==> src/rtl/nano_axil_pkg.sv <==
`default_nettype none
// ============================================================================
// nano_axil_pkg : shared AXI4-Lite MMIO bridge types and window constants
// Revision 1.0
// ============================================================================
package nano_axil_pkg;

    typedef enum logic [2:0] {
        IDLE    = 3'd0,
        WR_REQ  = 3'd1,
        WR_RESP = 3'd2,
        RD_ADDR = 3'd3,
        RD_DATA = 3'd4,
        DONE    = 3'd5
    } state_e;

    localparam logic [1:0]  RESP_OKAY   = 2'b00;
    localparam logic [1:0]  RESP_SLVERR = 2'b10;

    // Also consumed by the LSU address decode, so keep the two in lockstep.
    localparam logic [31:0] MMIO_BASE_DEFAULT = 32'h4000_0000;
    localparam logic [31:0] MMIO_MASK_DEFAULT = 32'hF000_0000;

    function automatic logic in_window(input logic [31:0] addr,
                                       input logic [31:0] base,
                                       input logic [31:0] mask);
        return (addr & mask) == base;
    endfunction

endpackage
`default_nettype wire

==> src/rtl/axil_mmio_bridge.sv <==
`default_nettype none
// ============================================================================
// axil_mmio_bridge : single-outstanding core MMIO load/store to AXI4-Lite master
// Revision 1.0
// ============================================================================
module axil_mmio_bridge
    import nano_axil_pkg::*;
#(
    parameter logic [31:0] MMIO_BASE = MMIO_BASE_DEFAULT,
    parameter logic [31:0] MMIO_MASK = MMIO_MASK_DEFAULT,
    parameter int unsigned TIMEOUT   = 255
) (
    input  logic        clk_i,
    input  logic        rst_n_i,

    input  logic        req_valid_i,
    input  logic        req_we_i,
    input  logic [31:0] req_addr_i,
    input  logic [31:0] req_wdata_i,
    input  logic [3:0]  req_wstrb_i,
    output logic        is_mmio_o,
    output logic        req_done_o,
    output logic [31:0] req_rdata_o,
    output logic        req_err_o,
    output logic        busy_o,

    output logic [31:0] m_axi_awaddr_o,
    output logic        m_axi_awvalid_o,
    input  logic        m_axi_awready_i,
    output logic [31:0] m_axi_wdata_o,
    output logic [3:0]  m_axi_wstrb_o,
    output logic        m_axi_wvalid_o,
    input  logic        m_axi_wready_i,
    input  logic [1:0]  m_axi_bresp_i,
    input  logic        m_axi_bvalid_i,
    output logic        m_axi_bready_o,
    output logic [31:0] m_axi_araddr_o,
    output logic        m_axi_arvalid_o,
    input  logic        m_axi_arready_i,
    input  logic [31:0] m_axi_rdata_i,
    input  logic [1:0]  m_axi_rresp_i,
    input  logic        m_axi_rvalid_i,
    output logic        m_axi_rready_o
);

    localparam logic [15:0] WDOG_LIMIT = 16'(TIMEOUT - 1);

    state_e      state_q;
    logic [15:0] wdog_q;
    logic        aw_done_q;
    logic        w_done_q;

    logic        aw_hs;
    logic        w_hs;
    logic        ar_hs;
    logic        active;
    logic [15:0] wdog_d;
    logic        wdog_expire;

    assign is_mmio_o = in_window(req_addr_i, MMIO_BASE, MMIO_MASK);
    assign busy_o    = (state_q != IDLE);

    assign aw_hs  = m_axi_awvalid_o && m_axi_awready_i;
    assign w_hs   = m_axi_wvalid_o  && m_axi_wready_i;
    assign ar_hs  = m_axi_arvalid_o && m_axi_arready_i;

    // wdog_d counts the current cycle too, so expiry lands the DONE pulse in cycle TIMEOUT.
    assign active      = (state_q != IDLE) && (state_q != DONE);
    assign wdog_d      = wdog_q + 16'd1;
    assign wdog_expire = active && (wdog_d == WDOG_LIMIT);

    always_ff @(posedge clk_i or negedge rst_n_i) begin
        if (!rst_n_i) begin
            state_q         <= IDLE;
            wdog_q          <= 16'd0;
            aw_done_q       <= 1'b0;
            w_done_q        <= 1'b0;
            req_done_o      <= 1'b0;
            req_rdata_o     <= 32'h0;
            req_err_o       <= 1'b0;
            m_axi_awaddr_o  <= 32'h0;
            m_axi_awvalid_o <= 1'b0;
            m_axi_wdata_o   <= 32'h0;
            m_axi_wstrb_o   <= 4'h0;
            m_axi_wvalid_o  <= 1'b0;
            m_axi_bready_o  <= 1'b0;
            m_axi_araddr_o  <= 32'h0;
            m_axi_arvalid_o <= 1'b0;
            m_axi_rready_o  <= 1'b0;
        end else begin
            req_done_o <= 1'b0;
            if (active) begin
                wdog_q <= wdog_d;
            end

            case (state_q)
                IDLE: begin
                    if (req_valid_i && is_mmio_o) begin
                        wdog_q    <= 16'd0;
                        aw_done_q <= 1'b0;
                        w_done_q  <= 1'b0;
                        if (req_we_i) begin
                            m_axi_awaddr_o  <= req_addr_i;
                            m_axi_wdata_o   <= req_wdata_i;
                            m_axi_wstrb_o   <= req_wstrb_i;
                            m_axi_awvalid_o <= 1'b1;
                            m_axi_wvalid_o  <= 1'b1;
                            state_q         <= WR_REQ;
                        end else begin
                            m_axi_araddr_o  <= req_addr_i;
                            m_axi_arvalid_o <= 1'b1;
                            state_q         <= RD_ADDR;
                        end
                    end
                end
                WR_REQ: begin
                    if (aw_hs) begin
                        m_axi_awvalid_o <= 1'b0;
                        aw_done_q       <= 1'b1;
                    end
                    if (w_hs) begin
                        m_axi_wvalid_o <= 1'b0;
                        w_done_q       <= 1'b1;
                    end
                    if ((aw_done_q || aw_hs) && (w_done_q || w_hs)) begin
                        m_axi_bready_o <= 1'b1;
                        state_q        <= WR_RESP;
                    end
                end
                WR_RESP: begin
                    if (m_axi_bvalid_i) begin
                        m_axi_bready_o <= 1'b0;
                        req_err_o      <= (m_axi_bresp_i != RESP_OKAY);
                        req_done_o     <= 1'b1;
                        state_q        <= DONE;
                    end
                end
                RD_ADDR: begin
                    if (ar_hs) begin
                        m_axi_arvalid_o <= 1'b0;
                        m_axi_rready_o  <= 1'b1;
                        state_q         <= RD_DATA;
                    end
                end
                RD_DATA: begin
                    if (m_axi_rvalid_i) begin
                        m_axi_rready_o <= 1'b0;
                        req_rdata_o    <= m_axi_rdata_i;
                        req_err_o      <= (m_axi_rresp_i != RESP_OKAY);
                        req_done_o     <= 1'b1;
                        state_q        <= DONE;
                    end
                end
                DONE: begin
                    state_q <= IDLE;
                end
                default: begin
                    state_q <= IDLE;
                end
            endcase

            // Abandoning a live handshake breaks AXI rules; the peripheral is treated as dead.
            if (wdog_expire) begin
                m_axi_awvalid_o <= 1'b0;
                m_axi_wvalid_o  <= 1'b0;
                m_axi_bready_o  <= 1'b0;
                m_axi_arvalid_o <= 1'b0;
                m_axi_rready_o  <= 1'b0;
                req_err_o       <= 1'b1;
                req_rdata_o     <= 32'h0;
                req_done_o      <= 1'b1;
                state_q         <= DONE;
            end
        end
    end

endmodule
`default_nettype wire

==> config.mk <==
export PLATFORM = sky130hd
export DESIGN_NAME = axil_mmio_bridge
export DESIGN_NICKNAME = d
export VERILOG_FILES = /design/src/rtl/nano_axil_pkg.sv /design/src/rtl/axil_mmio_bridge.sv
export SDC_FILE = /design/constraint.sdc
export NUM_CORES = 1
export LEC_CHECK = 0
export BUFFER_PORTS_ARGS = -buffer_cell sky130_fd_sc_hd__buf_2
export CAP_MARGIN = 10
export CELL_PAD_IN_SITES_DETAIL_PLACEMENT = 1
export CELL_PAD_IN_SITES_GLOBAL_PLACEMENT = 1
export CORE_MARGIN = 2
export CORE_UTILIZATION = 34
export DETAILED_ROUTE_END_ITERATION = 6
export PLACE_DENSITY_LB_ADDON = 0.1
export SYNTH_ARGS = -nofsm -noshare
export SYNTH_HDL_FRONTEND = slang
export SYNTH_SLANG_ARGS = --single-unit
==> constraint.sdc <==
create_clock -name clk_i -period 2.3 [get_ports clk_i]
set_input_delay 0.115 -clock clk_i [delete_from_list [all_inputs] [get_ports clk_i]]
set_output_delay 0.115 -clock clk_i [all_outputs]
set_load 0.01 [all_outputs]
==> reports/metrics.yaml, run 1 <==
detailed_routing:
  wl_per_cell_um: 17.8
  routed_via_density: 4.78
  drtIter0Drc: 123
  route.detailed.drc: 0
  ant_nets: 0
  dr.pass1.iters: 4
  num_vias: 5689
  finalWirelength_um: 21200
placed_design:
  dp_hpwl_um: 14000
  numPortBuffers: 253
  gp_congestion: 0.783
  pre_cts_slack_ns: -0.129
outcome:
  status: "finished, final reports clean"
cells_and_area:
  area_growth_pct: 55.6
  drive_above_1_share_pct: 49.4
  nNetsFinal: 1029
  multi_input_area_um2: 2670
  ff_latch_area_um2: 4010
  fillers: 2052
sta:
  tightest_slew_ns: 0.610
  report.final.slew_viol_count: 0
  timing.fmax_mhz: 437
  clock_skew_ns: 0.0133
  period_minus_slack_ns: 2.29
  finalHoldViolations: 0
  maxSlewHeadroom_pct: 59.3
  finalCritPeriodShare_pct: 99.4
  worst_slack_ns: 0.0142
  setup_viol: 0
  hold_slack_ns: 0.0315
  rsz0062_at_grt: "true"
synth:
  syn-num-nets: 642
  synth_area_per_cell_um2: 12.6
  synthTopCellsByArea: "dfrtp_1 60%, mux2_2 16%, mux2i_1 4.8%"
  ys.flop_type: "dfrtp_1"
  synth_cells: 527
  synth_top_cell_area_share_pct: 60.3
  synth.distinct_cells: 44
  async_flop_share_pct: 100
  ys_seq_elements: 160
  ys_warn_count: 0
  synth_enable_flop_cells: 0
  syn-cell-area_um2: 6640
  yosysSeqAreaShare_pct: 60.3
  post-synth-top-area-cell: "dfrtp_1"
die:
  start_util_pct: 34.4
  die_h_um: 144
  core_area_um2: 19300
  io_pins: 254
  dieArea_um2: 20700
  row_count: 51
  die_w_um: 144
cts:
  clock_path_buffers: 2
  clk_pin_slew_ns: 0.06
  cts_made_buffers: 17
  clock_latency_ns: 0.43
  clkSinkCount: 160
  cts-root-buf: "clkbuf_16"
  htree_levels: 4
  cts_tree: "built"
hold_path:
  min_path_cells: 3
  worstHoldPathType: "primary input to register"
run:
  cap_violations: 0
setup_path:
  critPathTopFamily: "simple AND/OR/NAND/NOR gates"
  worstPathRequired_ns: 2.61
  crit_slowest_cell: "or4_1"
  worstSetupPathType: "register to register"
  crit_path_cell_trace: "xor2_4 -> nor2_4 -> or4_1 -> or4_4 -> nor4_4 -> buf_4 -> clkbuf_16 -> nor2_1"
  crit_fanout: 7
  cp.buffers_inverters: 2
  arrival_ns: 2.59
  crit_cells: 8
  cpPeakStageDelay_ns: 0.46
  crit_path_start_kind: "register"
  crit_path_end_kind: "register"
  r2r_cells: 8
grt:
  grt_max_degree: 69
  grt_pass1_vias: 6141
  globalRouteOverflowTotal: 0
  grt_antenna_before_repair: 2
  grt_pass1_wl_um: 31900
  grt_util_all_layers_pct: 20.0
pwr:
  p_int_uw: 6740
  clockPowerShare_pct: 27.6
  ir_worst_vdd_uv: 650
  power_switching_share_pct: 33.9
  power.density_nw_per_um2: 987
  netSwitchingPower_uw: 3460
  p_comb_share_pct: 33.0
  power_frac_seq_pct: 39.4
  leakagePower_uw: 0.00526
[final cells by class]
type | count | area share (%)
clock buffers | 17 | 4.12
well taps | 265 | 3.21
repair buffers | 398 | 26.2
flip-flops and latches | 160 | 38.8
clock inverters | 13 | 1.48
diodes | 1 | 0.0242
multi-input cells | 329 | 25.9
inverters | 8 | 0.291
[state kept, by name (all words and copies together), names as in the netlist]
register and cells:
aw_done_q 1, m_axi_araddr_o 32, m_axi_arvalid_o 1, m_axi_awaddr_o 32, m_axi_awvalid_o 1, m_axi_bready_o 1, m_axi_rready_o 1, m_axi_wdata_o 32
m_axi_wstrb_o 4, m_axi_wvalid_o 1, req_done_o 1, req_err_o 1, req_rdata_o 32, state_q 3, w_done_q 1, wdog_q 16
[metal layers]
layer  track usage (%)  vias up  share of wire [%]
li1                  -     2630                  -
met1              22.3     2857                 38
met2              35.1      171                 53
met3              8.16       29                7.5
met4              5.99        2                1.6
met5                 0        -              0.033
[path summary, 6_finish.rpt]
path,slack [ns],end,startpoint
worst max-delay path,0.01,req_rdata_o[26],state_q[0]
worst min-delay path,0.03,m_axi_awvalid_o,req_we_i
worst max register to register,0.01,req_rdata_o[26],state_q[0]
worst min register to register,0.47,m_axi_awaddr_o[30],m_axi_awaddr_o[30]
max in group asynchronous,1.31,m_axi_wdata_o[0],rst_n_i
min in group asynchronous,0.23,wdog_q[7],rst_n_i
[what timing repair did]
item                       4_1_cts  5_1_grt
hold endpoints to repair       182        0
setup buffers                    1        2
setup endpoints to repair       42      100
pin swaps                        0        8
hold buffers                    98        0
cloned                           0        3
gates resized for setup          6       31
[synth_stat cells, types with 4 or more instances]
cell type and number:
nor2_1 56, inv_1 8, nand2b_1 6, dfrtp_1 160, mux2_2 92, and2_1 7, buf_2 4, a31oi_1 7
mux2i_1 32, nand2_1 19, nor3_1 10, buf_1 7, a21oi_1 15, o31ai_1 10, clkbuf_1 17, o21ai_0 22
nand3_1 10
[kinds of logic after synthesis]
kind of cell,after synthesis,share of synthesized area (%)
flops,160,60.3
simple gates,129,9.40
mux,124,20.4
compound gates,70,6.57
buf+inv,38,2.34
xor+xnor,4,0.640
fa+ha+maj,2,0.377
[cells in the final DEF, fill, tap and decap left out, types with 3 or more instances in the layout]
master         count
a21oi_1           14
a31oi_1            7
and2_1             7
buf_12             4
buf_2            252
buf_4             39
clkbuf_16         20
clkinvlp_4         4
dfrtp_1          157
dfrtp_2            3
dlygate4sd3_1     98
inv_1              8
inv_6              4
mux2_2            92
mux2i_1           32
nand2_1           18
nand2b_1           5
nand3_1            8
nand4_1            3
nor2_1            44
nor2_2             6
nor2_4             6
nor2b_1            3
nor3_1             4
nor3_2             4
o21ai_0           22
o31ai_1            8
o41ai_1            3
xnor2_1            3
[stage by stage]
step / std cells / instance area, um^2 / util (%) / power (uW) / TNS, ns
3_3_place_gp: 1056 / 8520 / 44.1 / 6970 / -0.0613
2_1_floorplan: 527 / 6690 / - / 5610 / 0
6_report: 1191 / 10300 / 53.5 / 10200 / 0
5_1_grt: 1190 / 10300 / 53.4 / 10800 / -1.91
3_5_place_dp: 1056 / 8520 / 44.1 / 7110 / -2.87
4_1_cts: 1185 / 10100 / 52.3 / 10100 / -0.230
[worst reg2reg max path: cells and delay by family, from the launching register on]
kind / cells / cell delay (ns)
xor+xnor: 1 / 0.21
buf+inv: 2 / 0.37
flops: 1 / 0.44
simple gates: 5 / 1.17
[power groups by stage]
stage	clock (uW)	sequential (uW)	combinational, uW
floorplan	0	4300	1310
global placement	0	3990	2980
detailed placement	0	4030	3070
CTS	2880	4000	3240
global route	3010	4120	3710
finish	2820	4020	3360
Note: power is estimated with default switching activity, not from simulation.
==> run 2, diff against run 1 <==
--- a/config.mk
+++ b/config.mk
@@ -5,14 +5,16 @@
 export SDC_FILE = /design/constraint.sdc
 export NUM_CORES = 1
 export LEC_CHECK = 0
+export ABC_AREA = 1
 export BUFFER_PORTS_ARGS = -buffer_cell sky130_fd_sc_hd__buf_2
 export CAP_MARGIN = 10
 export CELL_PAD_IN_SITES_DETAIL_PLACEMENT = 1
 export CELL_PAD_IN_SITES_GLOBAL_PLACEMENT = 1
 export CORE_MARGIN = 2
-export CORE_UTILIZATION = 34
+export CORE_UTILIZATION = 32
 export DETAILED_ROUTE_END_ITERATION = 6
 export PLACE_DENSITY_LB_ADDON = 0.1
+export REMOVE_ABC_BUFFERS = 1
 export SYNTH_ARGS = -nofsm -noshare
 export SYNTH_HDL_FRONTEND = slang
 export SYNTH_SLANG_ARGS = --single-unit
==> reports/metrics.yaml, run 2 <==
cells_and_area:
  nNetsFinal: 1320  # +28%
  final_cell_mix: "423 x nand2_1, 252 x buf_2, 157 x dfrtp_1, 99 x dlygate4sd3_1, 49 x inv_1"
  multi_input_area_um2: 2620  # -2.0%
  utilization_pct: 48.7  # -4.7 points
  final_common_cell: "nand2_1"
  area_growth_pct: 49.3
  ff_latch_area_um2: 4010  # unchanged
  diodes: 0  # -1
  drive_above_1_share_pct: 28.7  # -21 points
  fillers: 2568  # +25%
detailed_routing:
  num_vias: 6806  # +20%
  routed_via_density: 4.56  # -4.6%
  wl_per_cell_um: 15.8  # -11%
  finalWirelength_um: 23600  # +12%
  route.detailed.drc: 0  # unchanged
  ant_nets: 0  # unchanged
  drtIter0Drc: 245  # +99%
  dr.pass1.iters: 4  # unchanged
synth:
  synth.most_common_cell: "nand2_1"
  ys_seq_elements: 160  # unchanged
  synth_cells: 847  # +61%
  synth_top_cell_area_share_pct: 58.2  # -2.1 points
  ys.flop_type: "dfrtp_1"
  synthTopCellsByArea: "dfrtp_1 58%, nand2_1 23%, nor2_1 2.9%"
  synth_area_per_cell_um2: 8.12  # -36%
  synth_enable_flop_cells: 0  # unchanged
  synth.top_cells.by_count: "426 x nand2_1, 160 x dfrtp_1, 54 x nor2_1"
  post-synth-top-area-cell: "dfrtp_1"
  yosysSeqAreaShare_pct: 58.2  # -2.1 points
  synth.distinct_cells: 25  # -43%
  syn-cell-area_um2: 6880  # +3.5%
  ys_warn_count: 0  # unchanged
  async_flop_share_pct: 100  # unchanged
outcome:
  status: "finished, final reports clean"
setup_path:
  cpPeakStageDelay_ns: 0.42  # -0.04 ns
  arrival_ns: 2.40  # -0.19 ns
  crit_path_end_kind: "register"
  cp.buffers_inverters: 2  # unchanged
  worstPathRequired_ns: 2.60  # about the same
  critPathTopFamily: "simple AND/OR/NAND/NOR gates"
  crit_path_start_kind: "register"
  crit_fanout: 16  # +9
  worstSetupPathType: "register to register"
  crit_path_cell_trace: "nand3_1 -> nor2_4 -> nand3_2 -> nand2_1 -> nand2_1 -> nor2_1 -> nand2_1 -> nor2_2 -> nand2_4 -> inv_4 -> clkbuf_16 -> a21oi_1"
  crit_slowest_cell: "dfrtp_2"
  crit_top_cell: "nand2_1"
die:
  row_count: 53  # +3.9%
  dieArea_um2: 22700  # +9.7%
  die_w_um: 151  # +4.7%
  die_h_um: 151  # +4.7%
  start_util_pct: 32.6  # -1.7 points
  io_pins: 254  # unchanged
  core_area_um2: 21100  # +9.1%
grt:
  grt_pass1_vias: 7370  # +20%
  globalRouteOverflowTotal: 0  # unchanged
  grtUsageMet3_pct: 6.88  # -1.3 points
  grt_max_degree: 73  # +5.8%
  grt_antenna_before_repair: 2  # unchanged
  grt_util_all_layers_pct: 21.0  # +0.99 points
  grt_busiest_layer: "met2"
  gr-usage-met1_pct: 25.5  # +3.3 points
  grt_pass1_wl_um: 37600  # +18%
  use_met2_pct: 35.7  # +0.57 points
pwr:
  leakagePower_uw: 0.00571  # +8.5%
  ir_worst_vdd_uv: 540  # -17%
  power_uw: 11300  # +11%
  power.density_nw_per_um2: 1100  # +11%
sta:
  timing.fmax_mhz: 476  # +8.9%
  finalCritPeriodShare_pct: 91.3  # -8.1 points
  finalHoldViolations: 0  # unchanged
  tightest_slew_ns: 0.608  # -0.00196 ns
  maxSlewHeadroom_pct: 59.4  # +0.071 points
  setup_viol: 0  # unchanged
  period_minus_slack_ns: 2.10  # -0.187 ns
  report.final.slew_viol_count: 0  # unchanged
  clock_skew_ns: 0.0138  # +0.000495 ns
  hold_slack_ns: 0.0291  # -0.00236 ns
cts:
  htree_levels: 4  # unchanged
  cts_made_buffers: 17  # unchanged
  cts_tree: "built"
  clk_pin_slew_ns: 0.06  # about the same
  cts-root-buf: "clkbuf_16"
  clkSinkCount: 160  # unchanged
  clock_latency_ns: 0.43  # about the same
  clock_path_buffers: 2  # unchanged
run:
  cap_violations: 0  # unchanged
placed_design:
  numPortBuffers: 253  # unchanged
  gp_congestion: 0.809  # +3.3%
  dp_hpwl_um: 15500  # +11%
hold_path:
  worstHoldPathType: "primary input to register"
-- run 2: cell count changes in the layout (fill, tap and decap cells not counted), sizes merged, moves of 8 or more --
cell | previous run | this run
o31ai | 10 | 0
nor3 | 10 | 1
nand2 | 19 | 435
mux2i | 32 | 0
nand3 | 10 | 24
nor2 | 56 | 64
buf | 297 | 270
o22ai | 0 | 14
mux2 | 92 | 0
o21ai | 22 | 14
inv | 14 | 57
a21oi | 15 | 38
-- run 2: metrics by stage --
stage / worst slack (ns) / cells / instance area, um^2 / setup TNS, ns
after floorplan: -0.746 / 815 / 6740 / -66.40
after global placement: 0.0807 / 1357 / 8540 / 0
after detailed placement: 0.0195 / 1357 / 8540 / 0
after CTS: 0.000574 / 1488 / 10100 / 0
after global routing: -0.00990 / 1493 / 10300 / -0.00990
final: 0.201 / 1493 / 10300 / 0
-- run 2: what timing repair did --
action                                  CTS  global route
hold buffers                             99             0
resized for setup                         0            21
hold endpoints to repair                275             0
setup buffers                             0             3
endpoints found under the setup margin    0            41
-- run 2: final cells by class --
| class | count | area share (%) |
|---|---|---|
| clock inverters | 14 | 1.74 |
| flip-flops and latches | 160 | 39.0 |
| well taps | 275 | 3.35 |
| repair buffers | 370 | 24.3 |
| inverters | 53 | 1.96 |
| clock buffers | 18 | 4.18 |
| multi-input cells | 603 | 25.5 |
-- run 2: cell families (layout without fill, tap and decap cells) --
group | Yosys count | after routing | synth area share, %
fa+ha+maj | 2 | 2 | 0.364
flops | 160 | 160 | 58.2
simple gates | 533 | 534 | 31.2
buf+inv | 85 | 455 | 4.95
compound gates | 67 | 67 | 5.24
-- run 2: worst paths after layout --
path,startpoint,endpoint,slack (ns),depth (start not counted)
max,wdog_q[2],req_rdata_o[2],0.20,12
min,m_axi_bvalid_i,req_done_o,0.03,3
max reg2reg,wdog_q[2],req_rdata_o[2],0.20,12
min reg2reg,m_axi_araddr_o[30],m_axi_araddr_o[30],0.46,1
max in group asynchronous,rst_n_i,m_axi_araddr_o[26],1.45,3
min in group asynchronous,rst_n_i,state_q[2],0.15,2
-- run 2: worst min-delay path, delay by kind of cell --
family                 cells  cell delay (ns)
buffers and inverters      1             0.10
AND/OR/NAND/NOR            2             0.20
-- run 2: layer usage --
metal	vias to the layer above	routed length, um
met4	2	498
met5	-	13
met1	3271	10100
li1	3335	-
met2	169	11500
met3	29	1530
-- run 2: power breakdown --
part,leakage [uW],total (uW),switching (uW),internal (uW)
registers,0.00209,4370,609,3760
clock network,0.000293,2980,1250,1730
logic,0.00332,3950,2370,1580
total,0.00571,11300,4230,7070
